### src/rtl/cigar_encoder.sv
// cigar_encoder: merges the traceback op stream into (op, len, last) CIGAR records held in a
// show-ahead record FIFO. Defining CIGAR_STATS_EN adds per-alignment M/I/D op counters.
module cigar_encoder #(
    parameter int OP_WIDTH   = 2,
    parameter int LEN_WIDTH  = 12,
    parameter int FIFO_DEPTH = 8
) (
    input  logic                 clk,
    input  logic                 reset_i,
    input  logic [OP_WIDTH-1:0]  op_i,
    input  logic                 op_valid_i,
    input  logic                 done_i,
    output logic [OP_WIDTH-1:0]  cigar_op_o,
    output logic [LEN_WIDTH-1:0] cigar_len_o,
    output logic                 cigar_last_o,
    output logic                 cigar_valid_o,
    input  logic                 cigar_ready_i,
    output logic                 stall_o,
    output logic                 overflow_o
`ifdef CIGAR_STATS_EN
    ,
    output logic [15:0]          stat_m_o,
    output logic [15:0]          stat_i_o,
    output logic [15:0]          stat_d_o
`endif
);

    localparam int AW = $clog2(FIFO_DEPTH);
    localparam int CW = AW + 1;
    localparam logic [LEN_WIDTH-1:0] LEN_MAX  = {LEN_WIDTH{1'b1}};
    localparam logic [LEN_WIDTH-1:0] LEN_ZERO = LEN_WIDTH'(0);
    localparam logic [LEN_WIDTH-1:0] LEN_ONE  = LEN_WIDTH'(1);
    localparam logic [OP_WIDTH-1:0]  OP_RSVD  = {OP_WIDTH{1'b1}};
    localparam logic [OP_WIDTH-1:0]  OP_ZERO  = OP_WIDTH'(0);
    localparam logic [CW-1:0]        CNT_ZERO = CW'(0);
    localparam logic [CW-1:0]        CNT_ONE  = CW'(1);
    localparam logic [CW-1:0]        CNT_FULL = CW'(FIFO_DEPTH);
    localparam logic [CW-1:0]        CNT_STALL = CW'(FIFO_DEPTH - 1);
    localparam logic [AW-1:0]        PTR_ONE  = AW'(1);

    typedef enum logic [1:0] {
        S_IDLE  = 2'd0,
        S_RUN   = 2'd1,
        S_FLUSH = 2'd2,
        S_DRAIN = 2'd3
    } state_t;

    state_t               r_state, w_state_nxt;
    logic [OP_WIDTH-1:0]  r_cur_op, w_cur_op_nxt;
    logic [LEN_WIDTH-1:0] r_cur_len, w_cur_len_nxt;
    logic                 r_overflow;

    logic [OP_WIDTH-1:0]  r_mem_op   [FIFO_DEPTH];
    logic [LEN_WIDTH-1:0] r_mem_len  [FIFO_DEPTH];
    logic                 r_mem_last [FIFO_DEPTH];
    logic [AW-1:0]        r_wr_ptr, r_rd_ptr;
    logic [CW-1:0]        r_count;

    logic                 w_op_ok, w_open, w_err;
    logic                 w_push, w_push_last;
    logic [OP_WIDTH-1:0]  w_push_op;
    logic [LEN_WIDTH-1:0] w_push_len;
    logic                 w_pop, w_full, w_wr_en, w_drop;

    assign w_op_ok = op_valid_i && (op_i != OP_RSVD);

    // Next-state, run tracking and record-push selection.
    always_comb begin
        w_state_nxt   = r_state;
        w_cur_op_nxt  = r_cur_op;
        w_cur_len_nxt = r_cur_len;
        w_push        = 1'b0;
        w_push_op     = r_cur_op;
        w_push_len    = r_cur_len;
        w_push_last   = 1'b0;
        w_open        = 1'b0;
        w_err         = 1'b0;
        case (r_state)
            S_IDLE: begin
                if (w_op_ok) begin
                    w_cur_op_nxt  = op_i;
                    w_cur_len_nxt = LEN_ONE;
                    w_open        = 1'b1;
                end else begin
                    w_open        = 1'b0;
                end
                if (done_i) begin
                    w_state_nxt = S_FLUSH;
                end else begin
                    w_state_nxt = w_op_ok ? S_RUN : S_IDLE;
                end
            end
            S_RUN: begin
                if (w_op_ok) begin
                    if ((op_i == r_cur_op) && (r_cur_len != LEN_MAX)) begin
                        w_cur_len_nxt = r_cur_len + LEN_ONE;
                    end else begin
                        w_push        = 1'b1;
                        w_cur_op_nxt  = op_i;
                        w_cur_len_nxt = LEN_ONE;
                    end
                end else begin
                    w_cur_len_nxt = r_cur_len;
                end
                if (done_i) begin
                    w_state_nxt = S_FLUSH;
                end else begin
                    w_state_nxt = S_RUN;
                end
            end
            S_FLUSH: begin
                w_push        = 1'b1;
                w_push_last   = 1'b1;
                w_err         = op_valid_i || done_i;
                w_cur_len_nxt = LEN_ZERO;
                w_state_nxt   = S_DRAIN;
                // An empty alignment still gets a terminator record.
                if (r_cur_len == LEN_ZERO) begin
                    w_push_op  = OP_RSVD;
                    w_push_len = LEN_ZERO;
                end else begin
                    w_push_op  = r_cur_op;
                    w_push_len = r_cur_len;
                end
            end
            S_DRAIN: begin
                w_err = op_valid_i || done_i;
                if (r_count == CNT_ZERO) begin
                    w_state_nxt = S_IDLE;
                end else begin
                    w_state_nxt = S_DRAIN;
                end
            end
            default: begin
                w_state_nxt   = S_IDLE;
                w_cur_len_nxt = LEN_ZERO;
            end
        endcase
    end

    assign w_pop   = (r_count != CNT_ZERO) && cigar_ready_i;
    assign w_full  = (r_count == CNT_FULL);
    assign w_wr_en = w_push && (!w_full || w_pop);
    assign w_drop  = w_push && w_full && !w_pop;

    // FSM, open run and sticky error registers.
    always_ff @(posedge clk) begin
        if (reset_i) begin
            r_state    <= S_IDLE;
            r_cur_op   <= OP_ZERO;
            r_cur_len  <= LEN_ZERO;
            r_overflow <= 1'b0;
        end else begin
            r_state    <= w_state_nxt;
            r_cur_op   <= w_cur_op_nxt;
            r_cur_len  <= w_cur_len_nxt;
            r_overflow <= r_overflow || w_err || w_drop;
        end
    end

    // FIFO pointers and occupancy.
    always_ff @(posedge clk) begin
        if (reset_i) begin
            r_wr_ptr <= AW'(0);
            r_rd_ptr <= AW'(0);
            r_count  <= CNT_ZERO;
        end else begin
            r_wr_ptr <= w_wr_en ? (r_wr_ptr + PTR_ONE) : r_wr_ptr;
            r_rd_ptr <= w_pop ? (r_rd_ptr + PTR_ONE) : r_rd_ptr;
            case ({w_wr_en, w_pop})
                2'b10:   r_count <= r_count + CNT_ONE;
                2'b01:   r_count <= r_count - CNT_ONE;
                default: r_count <= r_count;
            endcase
        end
    end

    // Record storage; stale entries are masked by the occupancy count.
    always_ff @(posedge clk) begin
        if (w_wr_en) begin
            r_mem_op[r_wr_ptr]   <= w_push_op;
            r_mem_len[r_wr_ptr]  <= w_push_len;
            r_mem_last[r_wr_ptr] <= w_push_last;
        end
    end

    assign cigar_valid_o = (r_count != CNT_ZERO);
    assign cigar_op_o    = cigar_valid_o ? r_mem_op[r_rd_ptr]   : OP_ZERO;
    assign cigar_len_o   = cigar_valid_o ? r_mem_len[r_rd_ptr]  : LEN_ZERO;
    assign cigar_last_o  = cigar_valid_o ? r_mem_last[r_rd_ptr] : 1'b0;
    assign stall_o       = (r_count >= CNT_STALL);
    assign overflow_o    = r_overflow;

`ifdef CIGAR_STATS_EN
    localparam logic [OP_WIDTH-1:0] OP_M = OP_WIDTH'(0);
    localparam logic [OP_WIDTH-1:0] OP_I = OP_WIDTH'(1);
    localparam logic [OP_WIDTH-1:0] OP_D = OP_WIDTH'(2);

    logic [15:0] r_stat_m, r_stat_i, r_stat_d;
    logic        w_accept;

    assign w_accept = w_op_ok && ((r_state == S_IDLE) || (r_state == S_RUN));

    // Saturating per-alignment op counters, restarted when a new alignment opens.
    always_ff @(posedge clk) begin
        if (reset_i) begin
            r_stat_m <= 16'd0;
            r_stat_i <= 16'd0;
            r_stat_d <= 16'd0;
        end else if (w_open) begin
            r_stat_m <= (op_i == OP_M) ? 16'd1 : 16'd0;
            r_stat_i <= (op_i == OP_I) ? 16'd1 : 16'd0;
            r_stat_d <= (op_i == OP_D) ? 16'd1 : 16'd0;
        end else if (w_accept) begin
            if ((op_i == OP_M) && (r_stat_m != 16'hFFFF)) r_stat_m <= r_stat_m + 16'd1;
            if ((op_i == OP_I) && (r_stat_i != 16'hFFFF)) r_stat_i <= r_stat_i + 16'd1;
            if ((op_i == OP_D) && (r_stat_d != 16'hFFFF)) r_stat_d <= r_stat_d + 16'd1;
        end
    end

    assign stat_m_o = r_stat_m;
    assign stat_i_o = r_stat_i;
    assign stat_d_o = r_stat_d;
`endif

endmodule

### config.mk
export PLATFORM = sky130hd
export DESIGN_NAME = cigar_encoder
export DESIGN_NICKNAME = d
export VERILOG_FILES = /design/src/rtl/cigar_encoder.sv
export SDC_FILE = /design/constraint.sdc
export NUM_CORES = 1
export LEC_CHECK = 0
export CAP_MARGIN = 30
export CORE_MARGIN = 2
export CORE_UTILIZATION = 50
export CTS_BUF_LIST = sky130_fd_sc_hd__clkbuf_8
export DETAILED_ROUTE_END_ITERATION = 16
export MAX_ROUTING_LAYER = met4
export PLACE_DENSITY = 0.7
export SLEW_MARGIN = 20
export SYNTH_ARGS = -nofsm -noshare
export SYNTH_HDL_FRONTEND = slang
export SYNTH_SLANG_ARGS = --single-unit
### constraint.sdc
create_clock -name clk -period 3.26 [get_ports clk]
set_clock_uncertainty 0.2 [all_clocks]
set_input_delay 0.652 -clock clk [delete_from_list [all_inputs] [get_ports clk]]
set_output_delay 0.652 -clock clk [all_outputs]
set_load 0.005 [all_outputs]
After elaboration in Yosys (flattened, before gate mapping). Memory sizes are Yosys's and may differ from the RTL's. A register that Yosys moved wholly into a read port is not among the register bits. Index checks and enable logic that the tools add are counted. Widths: inputs -> output; s select.

Register bits: 27. RAM bits: 120. Input bits: 7. Output and inout bits: 18. Logic and storage cells: 84. Memories kept: 3.

$add $sub $neg: 5. $lt $le $gt $ge: 1. Equal/unequal tests: 12. Multiplexer cells: 34. Reduce and logical (&&, ||, !) cells: 22.

Memory list: r_mem_len (depth 8, bits a word 12, rd ports 1, clocked after memory_dff 1, wr ports 1, line 54) `logic [LEN_WIDTH-1:0] r_mem_len [FIFO_DEPTH];`; r_mem_op (depth 8, bits a word 2, rd ports 1, clocked after memory_dff 1, wr ports 1, line 53) `logic [OP_WIDTH-1:0] r_mem_op [FIFO_DEPTH];`; r_mem_last (depth 8, bits a word 1, rd ports 1, clocked after memory_dff 1, wr ports 1, line 55) `logic r_mem_last [FIFO_DEPTH];`.

Operator list (count): $mux 12 (6); $pmux 12 s3 (1); $mux 2 (9); $mux 3 (6); $add 12x1->12 const B (1); $logic_not 12->1 (1); $ne 12x12->1 const B (1); $mux 1 (8); $ne 2x2->1 const B (4); $pmux 2 s4 (1); $pmux 4 s2 (1); $add 3x1->3 const B (2); $eq 2x2->1 const B (3); $logic_and 1x1->1 (6); $add 4x1->4 const B (1); $eq 2x1->1 const B (2); $eq 4x4->1 const B (1); $ge 4x3->1 const B (1); $logic_not 4->1 (1); $logic_or 1x1->1 (4); $pmux 2 s2 (1); $reduce_and 4->1 (1); $reduce_bool 2->1 (2); $reduce_bool 4->1 (1); 8 further kinds (9).

Longest topological paths before layout.
Depth in word-level cells: 8. Mapped depth: 14.

Worst setup path before layout. OpenSTA, ideal clock, no wires.

Kind: reg-to-reg. From: register r_cur_len[0]. To: memory r_mem_last[5], enable pin. Setup time: 406 ps. Data arrival time: 2735 ps. Slack: -81 ps. Stages on the path, launching flop included: 8. Clock period less this slack: 3341 ps. Path through: dfxtp_1 > ha_1 > nand3_1 > or4_4 > a21oi_4 > buf_6 > o21ai_2 > nor3_1.

Longest elaborated chain between the ends: 8.

RTL lines: start, declared (line 50) `logic [LEN_WIDTH-1:0] r_cur_len, w_cur_len_nxt;`; start signal, assigned (line 156) `r_cur_len <= w_cur_len_nxt;`; $ne 12x12->1 (line 95) `if ((op_i == r_cur_op) && (r_cur_len != LEN_MAX)) begin`; $logic_and 1x1->1 (line 95); $mux 1 (line 95); $mux 1 (line 94) `if (w_op_ok) begin`; $pmux 1 s2 (line 78) `case (r_state)`; $logic_and 1x1->1 (line 143) `assign w_wr_en = w_push && (!w_full || w_pop);`; $mux 1 (line 180) `if (w_wr_en) begin`; $mux 1 (implied by the code) (line 183) `r_mem_last[r_wr_ptr] <= w_push_last;`; end, declared (line 55).

Every way passes these cells.

Worst setup path in the final report.
From: register r_count[1]. To: output port cigar_len_o[8].

Longest elaborated chain between the ends: 2.

RTL lines: start, declared (line 57) `logic [CW-1:0] r_count;`; start signal, assigned (line 171) `2'b10: r_count <= r_count + CNT_ONE;`; start signal, assigned (line 172) `2'b01: r_count <= r_count - CNT_ONE;`; start signal, assigned (line 173) `default: r_count <= r_count;`; $reduce_bool 4->1 (line 187) `assign cigar_valid_o = (r_count != CNT_ZERO);`; $mux 12 (line 189) `assign cigar_len_o = cigar_valid_o ? r_mem_len[r_rd_ptr] : LEN_ZERO;`; end, declared (line 14) `output logic [LEN_WIDTH-1:0] cigar_len_o,`.

Every way passes these cells.

==> run_results.csv <==
group,metric,value,unit
clocking,clk_pin_slew,0.08,ns
placement,dp.cells,641,
yosys,synthArstFlopShare,0,%
critical_path,worstSetupStartpointType,"flip-flop",
power,power_density,599,nW/um^2
critical_path,crit_required,2.41,ns
placement,io_buffer_count,24,
placement,place_congestion,0.865,
timing,hold_viol_final,0,
yosys,synth_ff_type,"edfxtp_1",
yosys,syn_avg_cell_area,14.9,um^2
layout,ff_latch_area,4210,um^2
yosys,synth_edf_count,120,
timing,finalSetupViolations,0,
clocking,numCtsBuffers,17,
layout,layoutNonFillerInstCount,675,
clocking,cts-root-buf,"clkbuf_8",
timing,fin_crit_sh,96.1,%
critical_path,path_max_fanout,15,
yosys,synth_warnings,0,
critical_path,cp-end-kind,"output port",
yosys,synth_nets,458,
yosys,synth.largest_area_cell,"edfxtp_1",
yosys,synth_most_common_cell,"edfxtp_1",
critical_path,crit_chain,"or3_1 -> nor2_2 -> buf_6 -> nor2_1 -> clkdlybuf4s50_1",
critical_path,crit_path_top_delay_cell,"or3_1",
worst_hold_path,hold_path.class,"reg -> reg",
routing,final_antenna_net_count,0,
critical_path,worstPathArrival,2.28,ns
critical_path,slowest_delay,0.49,ns
yosys,ys_ff_latch,150,
timing,worstMarginPinSlew,0.769,ns
yosys,synthCells,440,
routing,drcViolationCount,0,
timing,period_minus_slack,3.13,ns
timing,maxSlewViolCount,0,
placement,placed_area,7290,um^2
placement,place.detailed.hpwl,8.01,mm
layout,drive_gt1_share,25.0,%
layout,nFillCells,994,
timing,rsz0062_at_grt,"false",
layout,post-route-util,60.5,%
global_routing,grt_pass1_wl,20.1,mm
timing,relSlewSlack,47.2,%
global_routing,track_usage,19.6,%
layout,n_antenna_cell,0,
clocking,cts_num_sinks,150,
routing,vias_per_cell,5.65,
yosys,synth_common_cells,"120 x edfxtp_1, 34 x nor2_1, 30 x dfxtp_1, 30 x mux4_2, 25 x mux2i_1",
timing,maxClockFrequency,319,MHz
yosys,synth_area_leaders,"edfxtp_1 55%, mux4_2 10%, dfxtp_1 9.1%",
yosys,ys_seq_area_share,64.0,%
run,maxCapViolations,0,
clocking,cts_setup_buffers,0,
power,peakVddDrop,0.348,mV
global_routing,antenna_found_initial,0,
die,core,12700,um^2
global_routing,grt_overflow_total,0,
routing,wl_per_cell,19.2,um
layout,nNetsFinal,508,
yosys,synth_cell_types,65,
routing,num_vias,3816,
layout,final_area,7700,um^2
clocking,cts_tree,"done",
power,p_leak,2.53,nW
global_routing,grt_max_degree,31,
critical_path,path_class,"reg -> out",
clocking,clk_latency,0.44,ns
global_routing,grt_pass1_vias,3829,
layout,multiInputGateArea,2210,um^2
die,die-area,14100,um^2
yosys,synth.top_cell.area_share,54.9,%
routing,initialDrtViolationCount,232,
run_status,status,"finished, final reports clean",
yosys,syn_area,6570,um^2
die,die_y,119,um
die,dieWidth,119,um
die,fp-row-count,41,
clocking,cts_buffer_depth,2,
die,initial_core_util,51.6,%
clocking,h-tree-depth,4,
die,ios,25,
routing,drt_first_pass_iters,4,
layout,synthToLayoutAreaGrowth,17.3,%
routing,routed_wl,13.0,mm
per-layer routing:
metal	wire (um)	part of all wire [%]	GRT usage [%]	vias to the layer above
met5	0	0	-	-
met4	92	0.71	7.07	0
met3	784	6.0	4.39	8
met2	6850	53	32.8	97
met1	5250	40	23.6	1910
li1	-	-	-	1801
path summary, 6_finish.rpt:
kind	slack, ns	depth (start not counted)	from	to
setup / recovery	0.13	5	r_count[1]	cigar_len_o[8]
hold / removal	0.29	2	overflow_o	overflow_o
setup reg to reg	0.28	12	r_cur_len[0]	r_count[3]
hold reg to reg	0.29	2	overflow_o	overflow_o
per-stage QoR:
stage	setup slack [ns]	total power [W]	hold WS, ns	TNS [ns]
3_5_place_dp	-0.174	0.00332	0.264	-0.174
6_report	0.127	0.00461	0.289	0
5_1_grt	0.00644	0.00484	0.329	0
3_3_place_gp	-0.0839	0.00330	0.257	-0.0839
4_1_cts	0.0211	0.00458	0.294	0
2_1_floorplan	0.0870	0.00292	0.254	0
kinds of logic (layout without fill, tap and decap cells):
logic type	Yosys count	in the layout	synth area share (%)
flip-flops	150	150	64.0
AND/OR/NAND/NOR	115	115	9.58
AO/OA/AOI/OAI	57	57	6.15
multiplexers	57	57	14.4
buffers and inverters	44	107	2.82
adder cells (fa/ha/maj)	11	11	2.21
XOR/XNOR	6	6	0.800
repair_timing:
action                                  4_1_cts  5_1_grt
hold buffers                                  0        0
gates resized for setup                       0        4
endpoints found under the setup margin        0       16
area by class of cell:
class                           instances  area share, %
Sequential cell                       150           54.7
Multi-Input combinational cell        246           28.7
Timing Repair Buffer                   63           8.72
Clock buffer                           17           3.04
Tap cell                              172           2.79
Clock inverter                         15           1.54
Inverter                               12          0.585
flip-flops by register name (all words and copies together) (netlist names), 2 cells and up, named ones only:
signal / count
r_cur_op: 2
r_state: 2
r_mem_op: 16
r_count: 4
r_cur_len: 12
r_mem_last: 8
r_mem_len: 96
r_wr_ptr: 3
r_rd_ptr: 3
worst max-delay path, delay by kind of cell, from the launching register on:
family        cells  cell delay, ns
simple gates      3            0.76
buf+inv           2            0.66
flops             1            0.42
cell usage in the layout, fill, tap and decap left out, drive strengths merged, types with 7 or more instances in the layout:
cell | Yosys | layout
nor3 | 9 | 9
inv | 12 | 19
edfxtp | 120 | 120
buf | 9 | 37
dfxtp | 30 | 30
clkbuf | 23 | 19
mux4 | 30 | 30
a31oi | 7 | 7
clkdlybuf4s50 | 0 | 24
mux2i | 25 | 25
nand2 | 22 | 22
o21ai | 10 | 10
nor2 | 35 | 35
nand3 | 12 | 12
ha | 10 | 10
a21oi | 18 | 18
power breakdown:
group	total (W)	leakage (nW)	internal, W	switching, W
Clock	0.00127	0.166	0.000540	0.000728
Combinational	0.00119	0.964	0.000655	0.000533
Sequential	0.00216	1.40	0.00210	0.0000620
No activity file was read; power rests on OpenSTA's default activity.
